`src/rtl/csm_pkg.sv`:
```
// Shared types and defaults for the two-port shared-memory controller.
// Holds no logic of its own.
package csm_pkg;

    localparam int DATABITS_DEF = 8;
    localparam int ERRBITS_DEF  = 2;

    typedef enum logic [1:0] {
        ERR_OK      = 2'b00,
        ERR_LOCKED  = 2'b01,
        ERR_BAD_REL = 2'b10,
        ERR_PROTO   = 2'b11
    } err_t;

    typedef enum logic [1:0] {
        OWN_NONE = 2'd0,
        OWN_A    = 2'd1,
        OWN_B    = 2'd2
    } owner_t;

    typedef enum logic [2:0] {
        IDLE   = 3'd0,
        RD     = 3'd1,
        WD     = 3'd2,
        WSTALL = 3'd3,
        CTL    = 3'd4
    } port_state_t;

    typedef enum logic [1:0] {
        OP_HOLD  = 2'd0,
        OP_REL   = 2'd1,
        OP_PROTO = 2'd2
    } ctl_op_t;

    // A lock command is malformed if it asks for both operations or claims to be a write.
    function automatic ctl_op_t decode_ctl(input logic rw, input logic hold, input logic rel);
        if ((hold && rel) || rw)
            return OP_PROTO;
        else if (hold)
            return OP_HOLD;
        else
            return OP_REL;
    endfunction

endpackage

```
`src/rtl/csm_port_fsm.sv`:
```
// Per-port command decode, address/op latch, ack/err/read-data registers. Latency: 2 edges accept-to-ack,
// 3 when a B write loses the write port. Backpressure: ack low while busy; enable ignored outside IDLE.
module csm_port_fsm
    import csm_pkg::*;
#(
    parameter bit STALL_EN = 1'b0,
    parameter int DATABITS = DATABITS_DEF
) (
    input  logic                clk,
    input  logic                reset,
    input  logic [DATABITS-1:0] in_ad,
    input  logic                rw,
    input  logic                enable,
    input  logic                hold,
    input  logic                rel,
    input  logic                locked,
    input  logic                stall,
    input  err_t                ctl_err,
    input  logic [DATABITS-1:0] rd_data,
    output logic                ack,
    output err_t                err,
    output logic [DATABITS-1:0] out_data,
    output port_state_t         state,
    output logic [DATABITS-1:0] addr,
    output ctl_op_t             op
);

    always_ff @(posedge clk) begin
        if (reset) begin
            state    <= IDLE;
            ack      <= 1'b1;
            err      <= ERR_OK;
            out_data <= '0;
            addr     <= '0;
            op       <= OP_PROTO;
        end else begin
            case (state)
                IDLE: begin
                    if (enable) begin
                        ack  <= 1'b0;
                        err  <= ERR_OK;
                        addr <= in_ad;
                        if (hold || rel) begin
                            op    <= decode_ctl(rw, hold, rel);
                            state <= CTL;
                        end else begin
                            state <= rw ? WD : RD;
                        end
                    end
                end
                RD: begin
                    state <= IDLE;
                    ack   <= 1'b1;
                    if (locked)
                        err <= ERR_LOCKED;
                    else
                        out_data <= rd_data;
                end
                WD: begin
                    // The data itself is captured by the top; this side only tracks the extra cycle.
                    if (STALL_EN && stall) begin
                        state <= WSTALL;
                    end else begin
                        state <= IDLE;
                        ack   <= 1'b1;
                        if (locked)
                            err <= ERR_LOCKED;
                    end
                end
                WSTALL: begin
                    state <= IDLE;
                    ack   <= 1'b1;
                end
                CTL: begin
                    state <= IDLE;
                    ack   <= 1'b1;
                    err   <= ctl_err;
                end
                default: begin
                    state <= IDLE;
                    ack   <= 1'b1;
                end
            endcase
        end
    end

endmodule

```
`src/rtl/csm_ctrl.sv`:
```
// Two-port shared-memory controller: lock arbiter, A-priority write mux, memory with two read ports.
// Latency: 2 edges per command (B write +1 on collision). Backpressure: per-port ack low while busy.
module csm_ctrl
    import csm_pkg::*;
#(
    parameter int DATABITS = DATABITS_DEF,
    parameter int ERRBITS  = ERRBITS_DEF
) (
    input  logic                clk,
    input  logic                reset,
    input  logic [DATABITS-1:0] A_in_AD,
    input  logic                A_rw,
    input  logic                A_enable,
    input  logic                A_hold,
    input  logic                A_release,
    output logic                A_ack,
    output logic [ERRBITS-1:0]  A_err,
    output logic [DATABITS-1:0] A_out_data,
    input  logic [DATABITS-1:0] B_in_AD,
    input  logic                B_rw,
    input  logic                B_enable,
    input  logic                B_hold,
    input  logic                B_release,
    output logic                B_ack,
    output logic [ERRBITS-1:0]  B_err,
    output logic [DATABITS-1:0] B_out_data
);

    port_state_t         a_state, b_state;
    logic [DATABITS-1:0] a_addr, b_addr;
    ctl_op_t             a_op, b_op;
    err_t                a_err_q, b_err_q;
    err_t                a_ctl_err, b_ctl_err;
    owner_t              owner, owner_mid, owner_nxt;
    logic                a_locked, b_locked;
    logic                a_wr, b_wd_ok, b_stall;
    logic                we;
    logic [DATABITS-1:0] waddr, wdat, b_stall_dat;
    logic [DATABITS-1:0] a_rd_data, b_rd_data;
    logic [DATABITS-1:0] mem [2**DATABITS];

    assign a_locked = (owner == OWN_B);
    assign b_locked = (owner == OWN_A);

    // A's lock update is resolved first and B sees its result, so A wins simultaneous holds.
    always_comb begin
        owner_mid = owner;
        a_ctl_err = ERR_OK;
        b_ctl_err = ERR_OK;
        if (a_state == CTL) begin
            case (a_op)
                OP_HOLD: begin
                    if (owner != OWN_B) owner_mid = OWN_A;
                    else                a_ctl_err = ERR_LOCKED;
                end
                OP_REL: begin
                    if (owner == OWN_A) owner_mid = OWN_NONE;
                    else                a_ctl_err = ERR_BAD_REL;
                end
                default: a_ctl_err = ERR_PROTO;
            endcase
        end
        owner_nxt = owner_mid;
        if (b_state == CTL) begin
            case (b_op)
                OP_HOLD: begin
                    if (owner_mid != OWN_A) owner_nxt = OWN_B;
                    else                    b_ctl_err = ERR_LOCKED;
                end
                OP_REL: begin
                    if (owner_mid == OWN_B) owner_nxt = OWN_NONE;
                    else                    b_ctl_err = ERR_BAD_REL;
                end
                default: b_ctl_err = ERR_PROTO;
            endcase
        end
    end

    always_ff @(posedge clk) begin
        if (reset)
            owner <= OWN_NONE;
        else
            owner <= owner_nxt;
    end

    assign a_wr    = (a_state == WD) && !a_locked;
    assign b_wd_ok = (b_state == WD) && !b_locked;
    assign b_stall = b_wd_ok && a_wr;

    always_comb begin
        we    = 1'b0;
        waddr = a_addr;
        wdat  = A_in_AD;
        if (a_wr) begin
            we = 1'b1;
        end else if (b_state == WSTALL) begin
            we    = 1'b1;
            waddr = b_addr;
            wdat  = b_stall_dat;
        end else if (b_wd_ok) begin
            we    = 1'b1;
            waddr = b_addr;
            wdat  = B_in_AD;
        end
    end

    always_ff @(posedge clk) begin
        if (reset)
            b_stall_dat <= '0;
        else if (b_stall)
            b_stall_dat <= B_in_AD;
    end

    // Contents survive reset, but a write landing on a reset edge is dropped.
    always_ff @(posedge clk) begin
        if (we && !reset)
            mem[waddr] <= wdat;
    end

    assign a_rd_data = mem[a_addr];
    assign b_rd_data = mem[b_addr];

    csm_port_fsm #(.STALL_EN(1'b0), .DATABITS(DATABITS)) u_port_a (
        .clk      (clk),
        .reset    (reset),
        .in_ad    (A_in_AD),
        .rw       (A_rw),
        .enable   (A_enable),
        .hold     (A_hold),
        .rel      (A_release),
        .locked   (a_locked),
        .stall    (1'b0),
        .ctl_err  (a_ctl_err),
        .rd_data  (a_rd_data),
        .ack      (A_ack),
        .err      (a_err_q),
        .out_data (A_out_data),
        .state    (a_state),
        .addr     (a_addr),
        .op       (a_op)
    );

    csm_port_fsm #(.STALL_EN(1'b1), .DATABITS(DATABITS)) u_port_b (
        .clk      (clk),
        .reset    (reset),
        .in_ad    (B_in_AD),
        .rw       (B_rw),
        .enable   (B_enable),
        .hold     (B_hold),
        .rel      (B_release),
        .locked   (b_locked),
        .stall    (b_stall),
        .ctl_err  (b_ctl_err),
        .rd_data  (b_rd_data),
        .ack      (B_ack),
        .err      (b_err_q),
        .out_data (B_out_data),
        .state    (b_state),
        .addr     (b_addr),
        .op       (b_op)
    );

    assign A_err = a_err_q;
    assign B_err = b_err_q;

endmodule
```
`config.mk`:
```
export PLATFORM = sky130hd
export DESIGN_NAME = csm_ctrl
export DESIGN_NICKNAME = d
export VERILOG_FILES = /design/src/rtl/csm_pkg.sv /design/src/rtl/csm_port_fsm.sv /design/src/rtl/csm_ctrl.sv
export SDC_FILE = /design/constraint.sdc
export NUM_CORES = 2
export LEC_CHECK = 0
export CORE_MARGIN = 1.5
export CORE_UTILIZATION = 55
export CTS_BUF_LIST = sky130_fd_sc_hd__clkbuf_4
export CTS_CLUSTER_DIAMETER = 30
export DETAILED_ROUTE_END_ITERATION = 6
export DONT_BUFFER_PORTS = 1
export PLACE_DENSITY = 0.69
export SLEW_MARGIN = 20
export SYNTH_ARGS = -nofsm -noshare
export SYNTH_HDL_FRONTEND = slang
export SYNTH_SLANG_ARGS = --single-unit
```
`constraint.sdc`:
```
create_clock -name clk -period 13.48 [get_ports clk]
set_input_delay 0.674 -clock clk [delete_from_list [all_inputs] [get_ports clk]]
set_output_delay 0.674 -clock clk [all_outputs]
set_load 0.01 [all_outputs]
```
== Word level (Yosys, flattened, before mapping) ==
Memory sizes are Yosys's and may differ from the RTL's. A register that Yosys moved wholly into a read port is not among the register bits.
Cells that the tools add are included.

* Memories: 1
* Input bits: 26
* Register bits after elaboration: 42
* Bits in writable memories: 2,048
* Logic and storage cells: 110
* Output and inout bits: 22

* Reduce and logical (&&, ||, !) cells: 30
* Muxes and demuxes: 46
* Bitwise gates (word level): 3
* Equal/unequal tests: 18

{| class="wikitable"
|+ Memories
! memory !! depth !! bits a word !! rd ports !! clocked after memory_dff !! wr ports !! line !! source
|-
| mem || 256 || 8 || 2 || 2 || 1 || csm_ctrl.sv:40 || <nowiki>logic [DATABITS-1:0] mem [2**DATABITS];</nowiki>
|}

{| class="wikitable"
|+ Operators by type and width
! operator !! count
|-
| $mux W8 || 6
|-
| $mux W2 || 18
|-
| $pmux W2 S2 || 4
|-
| $reduce_and A3 Y1 || 4
|-
| $mux W1 || 11
|-
| $reduce_and A2 Y1 || 5
|-
| $eq A3 B2 Y1 const B || 3
|-
| $mux W3 || 3
|-
| $ne A2 B2 Y1 const B || 4
|-
| $pmux W2 S4 || 1
|-
| $eq A2 B1 Y1 const B || 3
|-
| $eq A3 B1 Y1 const B || 2
|-
| $eq A3 B3 Y1 const B || 2
|-
| $logic_and A1 B1 Y1 || 6
|-
| $logic_not A3 Y1 || 2
|-
| $pmux W2 S3 || 1
|-
| $pmux W3 S2 || 1
|-
| $eq A2 B2 Y1 const B || 2
|-
| $logic_not A2 Y1 || 2
|-
| $logic_or A1 B1 Y1 || 4
|-
| $ne A2 B1 Y1 const B || 2
|-
| $reduce_bool A4 Y1 || 1
|-
| $reduce_or A2 Y1 || 2
|-
| $logic_not A1 Y1 || 3
|-
| 3 further kinds || 5
|}

== Depth between registers and ports, before layout ==
* Word-level depth: 9
* Mapped depth: 13
* Depth with buffers taken out: 7

== Hierarchy ==
From an unflattened synthesis, not the netlist that was laid out.

* Cell total of the unflattened synthesis: 5,427
* Area total of the unflattened synthesis: 98,700.9 µm²

{| class="wikitable"
|+ By module, submodules not included
! module !! instances !! area each (µm²) !! cells an instance
|-
| csm_ctrl || 1 || 96,726.5 || 5,191
|-
| csm_port_fsm at u_port_b || 1 || 1,002.2 || 118
|-
| csm_port_fsm at u_port_a || 1 || 972.2 || 118
|}

== Least setup slack after synthesis ==
OpenSTA, ideal clock, no wires.

* Path kind: reg2reg
* Start: reg u_port_b.state[1]
* End: mem mem[0][5] in the netlist's numbering (data pin)
* Buffers on the path: 4
* Data required time: 11.901 ns
* Setup time: 1.579 ns
* Arrival time: 8.540 ns
* Setup slack: 3.361 ns
* Cell stages (with the launch flop): 9
* Cells stage by stage: dfxtp_1 -> clkbuf_1 -> nor2b_1 -> o311a_1 -> buf_2 -> clkbuf_1 -> buf_1 -> nor2_1 -> a21oi_1

* Word-level cells in the longest chain between the ends: 5
* Elaborated cells between the ends (all ways): 6

{| class="wikitable"
|+ Ends and longest elaborated chain
! item !! line !! source
|-
| start, declared || csm_port_fsm.sv:23 || <nowiki>output port_state_t state,</nowiki>
|-
| start signal, assigned || csm_port_fsm.sv:47 || <nowiki>state <= rw ? WD : RD;</nowiki>
|-
| $eq A3 B2 Y1 || csm_ctrl.sv:87 || <nowiki>assign b_wd_ok = (b_state == WD) && !b_locked;</nowiki>
|-
| $logic_and A1 B1 Y1 || csm_ctrl.sv:87 ||
|-
| $mux W8 || csm_ctrl.sv:100 || <nowiki>end else if (b_wd_ok) begin</nowiki>
|-
| $mux W8 (*) || csm_ctrl.sv:96 || <nowiki>end else if (b_state == WSTALL) begin</nowiki>
|-
| $mux W8 (*) || csm_ctrl.sv:94 || <nowiki>if (a_wr) begin</nowiki>
|-
| named net wdat[5] || csm_ctrl.sv:38 || <nowiki>logic [DATABITS-1:0] waddr, wdat, b_stall_dat;</nowiki>
|-
| end, declared || csm_ctrl.sv:40 ||
|}

Mark *: on every way through the listed nets, which the timed path passes. The rest lies on a longest branch.

==> impl_metrics.env <==
export IMPL_rsz0062_at_grt="no"
export IMPL_violations="DRC"
export IMPL_slew_viol_final=0
export IMPL_hp_class="in2reg"
export IMPL_synth_simple_area_share_pct=4.05
export IMPL_vias=65400
export IMPL_regArea_sq_um=62700
export IMPL_design_die_area_sq_um=184000
export IMPL_clock_path_buffers=4
export IMPL_cap_violations=0
export IMPL_ff2ff_path_depth=10
export IMPL_io_buffers=0
export IMPL_io_pins=48
export IMPL_synthArstFlopShare_pct=0
export IMPL_clock_root_buffer="clkbuf_4"
export IMPL_via_per_inst=7.26
export IMPL_clock_sinks=2106
export IMPL_yosysTopAreaCell="edfxtp_1"
export IMPL_clk_pin_slew_worst_paths_ns=0.07
export IMPL_postCtsSetupBuffers=0
export IMPL_nFillCells=13300
export IMPL_cts_htree_levels=6
export IMPL_syn_inst=5891
export IMPL_relSlewSlack_pct=12.5
export IMPL_drive_gt1_share_pct=27.4
export IMPL_antenna_found_initial=19
export IMPL_wire_per_inst_um=37.2
export IMPL_multi_input_area_sq_um=34100
export IMPL_final_nets=6268
export IMPL_synth_cell_area_sq_um=99600
export IMPL_drtPass1Iterations=7
export IMPL_status="complete, but fails checks"
export IMPL_crit_type="reg2reg"
export IMPL_grt_pass1_vias=64300
export IMPL_cp_arrival_ns=7.47
export IMPL_crit_path_max_fanout=52
export IMPL_cts_buffers=576
export IMPL_syn_to_final_growth_pct=9.51
export IMPL_grt_max_degree=252
export IMPL_timing_fmax_mhz=163
export IMPL_gp_congestion=0.974
export IMPL_cts_tree="done"
export IMPL_setup_slack_ns=7.34
export IMPL_ys_seq_area_share_pct=62.9
export IMPL_post_dp_hpwl_mm=212
export IMPL_syn_nets=5917
export IMPL_synth_edff_count=2048
export IMPL_worstHoldPathCells=3
export IMPL_synth_top_family_by_area="multiplexers"
export IMPL_fin_crit_sh_pct=45.6
export IMPL_grt_pass1_wl_mm=472
export IMPL_start_kind="register"
export IMPL_grt_overflow_total=0
export IMPL_drt_iter0_markers=9605
export IMPL_ys_warn_count=0
export IMPL_core_sq_um=180000
export IMPL_synth_top_area_share_pct=61.7
export IMPL_crit_path_end_kind="register"
export IMPL_synthAdderAreaFrac_pct=0
export IMPL_muxShareOfSynthArea_pct=23.3
export IMPL_syn_area_per_cell_sq_um=16.9
export IMPL_ys_types=78
export IMPL_synthFlopType="edfxtp_1"
export IMPL_synth_area_leaders="edfxtp_1 (62%), mux4_2 (16%), mux2i_1 (7.5%), o22ai_1 (1.4%), nor2_1 (1.3%)"
export IMPL_worst_pin_slew_ns=1.31
export IMPL_hold_viol=0
export IMPL_p_leak_nw=33.3
export IMPL_drc=1
export IMPL_grt_use_total_pct=36.3
export IMPL_period_needed_ns=6.14
export IMPL_cp_required_ns=14.80
export IMPL_ys_ff_latch=2106
export IMPL_num_rows=156
export IMPL_worst_ir_drop_vdd_uv=107
export IMPL_post_place_ws_ns=7.58
export IMPL_clock_latency_ns=1.47
export IMPL_drtAntennaViolNets=0
export IMPL_die_x_um=429
export IMPL_synth_xor_area_share_pct=0.0264
export IMPL_initial_core_util_pct=55.2
export IMPL_die_height_um=429
export IMPL_p_per_area_nw_per_um2=131
export IMPL_fin_skew_ns=0.102
export IMPL_synth_compound_area_share_pct=6.66
export IMPL_setup_viol=0
export IMPL_finalSetupTns_ns=0
export IMPL_routed_wirelength_mm=336
final timing paths:
| kind | start | to | slack [ns] |
|---|---|---|---|
| max | u_port_a.addr[1] | u_port_a.out_data[4] | 7.34 |
| min | A_in_AD[3] | mem[22][3] | 0.10 |
| max reg2reg | u_port_a.addr[1] | u_port_a.out_data[4] | 7.34 |
| min reg2reg | b_stall_dat[4] | b_stall_dat[4] | 0.49 |
state kept, by name, summed over array words and instances, names as in the netlist:
register and flops:
mem 2048, b_stall_dat 8, u_port_a.addr 8, u_port_a.out_data 8, u_port_b.addr 8, u_port_b.out_data 8, u_port_a.state 3, u_port_b.state 3
owner 2, u_port_a.err 2, u_port_a.op 2, u_port_b.err 2, u_port_b.op 2, u_port_a.ack 1, u_port_b.ack 1
placed cells by master, fill, tap and decap left out, drive strengths merged, types with 34 or more instances in the layout:
master / synthesis / layout
a211oi: 91 / 91
nand2b: 38 / 38
o22ai: 229 / 229
mux4: 686 / 686
nor2: 356 / 356
mux2i: 751 / 751
a22oi: 100 / 100
nand3: 52 / 52
nor3: 34 / 34
o21ai: 95 / 95
nand2: 271 / 271
a21oi: 145 / 145
edfxtp: 2048 / 2048
dfxtp: 58 / 58
clkbuf: 152 / 793
clkinv: 0 / 148
dlygate4sd3: 0 / 73
buf: 320 / 172
o221ai: 126 / 126
logic make-up after synthesis:
family | Yosys count
DFF | 2106
buffers and inverters | 477
muxes | 1454
and+or+nand+nor | 895
AOI/OAI and AO/OA | 956
xor gates and xnor gates | 3
critical path: stages, from the launching register on:
cell and delay [ns]:
dfxtp_4 0.70, buf_4 0.74, buf_4 0.84, buf_4 0.79, mux2i_1 0.19, o22ai_1 0.19, a211oi_1 0.11, a221oi_1 1.13
nand4_1 0.72, a2bb2oi_1 0.36, o41ai_2 0.08
power by group:
| part | leakage (nW) | switching (mW) | total [mW] | internal, mW |
|---|---|---|---|---|
| Combinational | 10.2 | 0.871 | 1.31 | 0.441 |
| Sequential | 18.9 | 0.0333 | 7.24 | 7.20 |
| Clock | 4.23 | 2.74 | 5.70 | 2.97 |
cells in the mapped netlist (8+ instances only):
cell       number
a2111oi_0      28
a211o_1         9
a211oi_1       91
a21boi_0       18
a21oi_1       145
a221oi_1       21
a22o_1         15
a22oi_1       100
a31oi_1         8
and2_1         12
buf_1          23
buf_2         101
buf_4          97
buf_6          84
buf_8          13
clkbuf_1      152
dfxtp_1        58
edfxtp_1     2048
mux2_2         15
mux2i_1       751
mux4_2        686
nand2_1       270
nand2b_1       38
nand3_1        50
nand3b_1       20
nand4_1        20
nor2_1        356
nor2b_1        15
nor3_1         34
nor4_1         24
o211ai_1       23
o21ai_0        73
o21ai_1        22
o221ai_1      124
o22ai_1       229
or3_1          16
area by class of cell:
| class | instances | area share (%) |
|---|---|---|
| diodes | 9 | 0.0206 |
| clock buffers | 793 | 5.46 |
| repair buffers | 245 | 2.04 |
| inverters | 5 | 0.0218 |
| clock inverters | 176 | 0.978 |
| flip-flops and latches | 2106 | 57.5 |
| multi-input cells | 3308 | 31.3 |
| well taps | 2370 | 2.72 |
timing repair:
item / CTS / global route
hold buffers: 74 / 0
gates resized for setup: 0 / 0
endpoints found under the hold margin: 137 / 0
per-stage QoR:
step | cell area, sq um | power (mW) | hold slack, ns | util (%) | instances
floorplan | 99600 | 8.22 | 0.463 | - | 5891
global placement | 101000 | 8.60 | 0.475 | 56.1 | 7957
detailed placement | 101000 | 8.61 | 0.483 | 56.1 | 7959
CTS | 109000 | 14.2 | 0.00387 | 60.4 | 9002
global route | 109000 | 14.6 | 0.0823 | 60.5 | 9006
finish | 109000 | 14.3 | 0.101 | 60.5 | 9012
layer usage:
metal	vias to the layer above	wire, um	global-route usage [%]
met5	-	177	0
met4	20	22100	21.6
met3	1055	51000	13.0
met2	5418	147000	52.7
met1	33300	115000	47.4
li1	25700	-	-
Power figures use the tool's default switching activity.
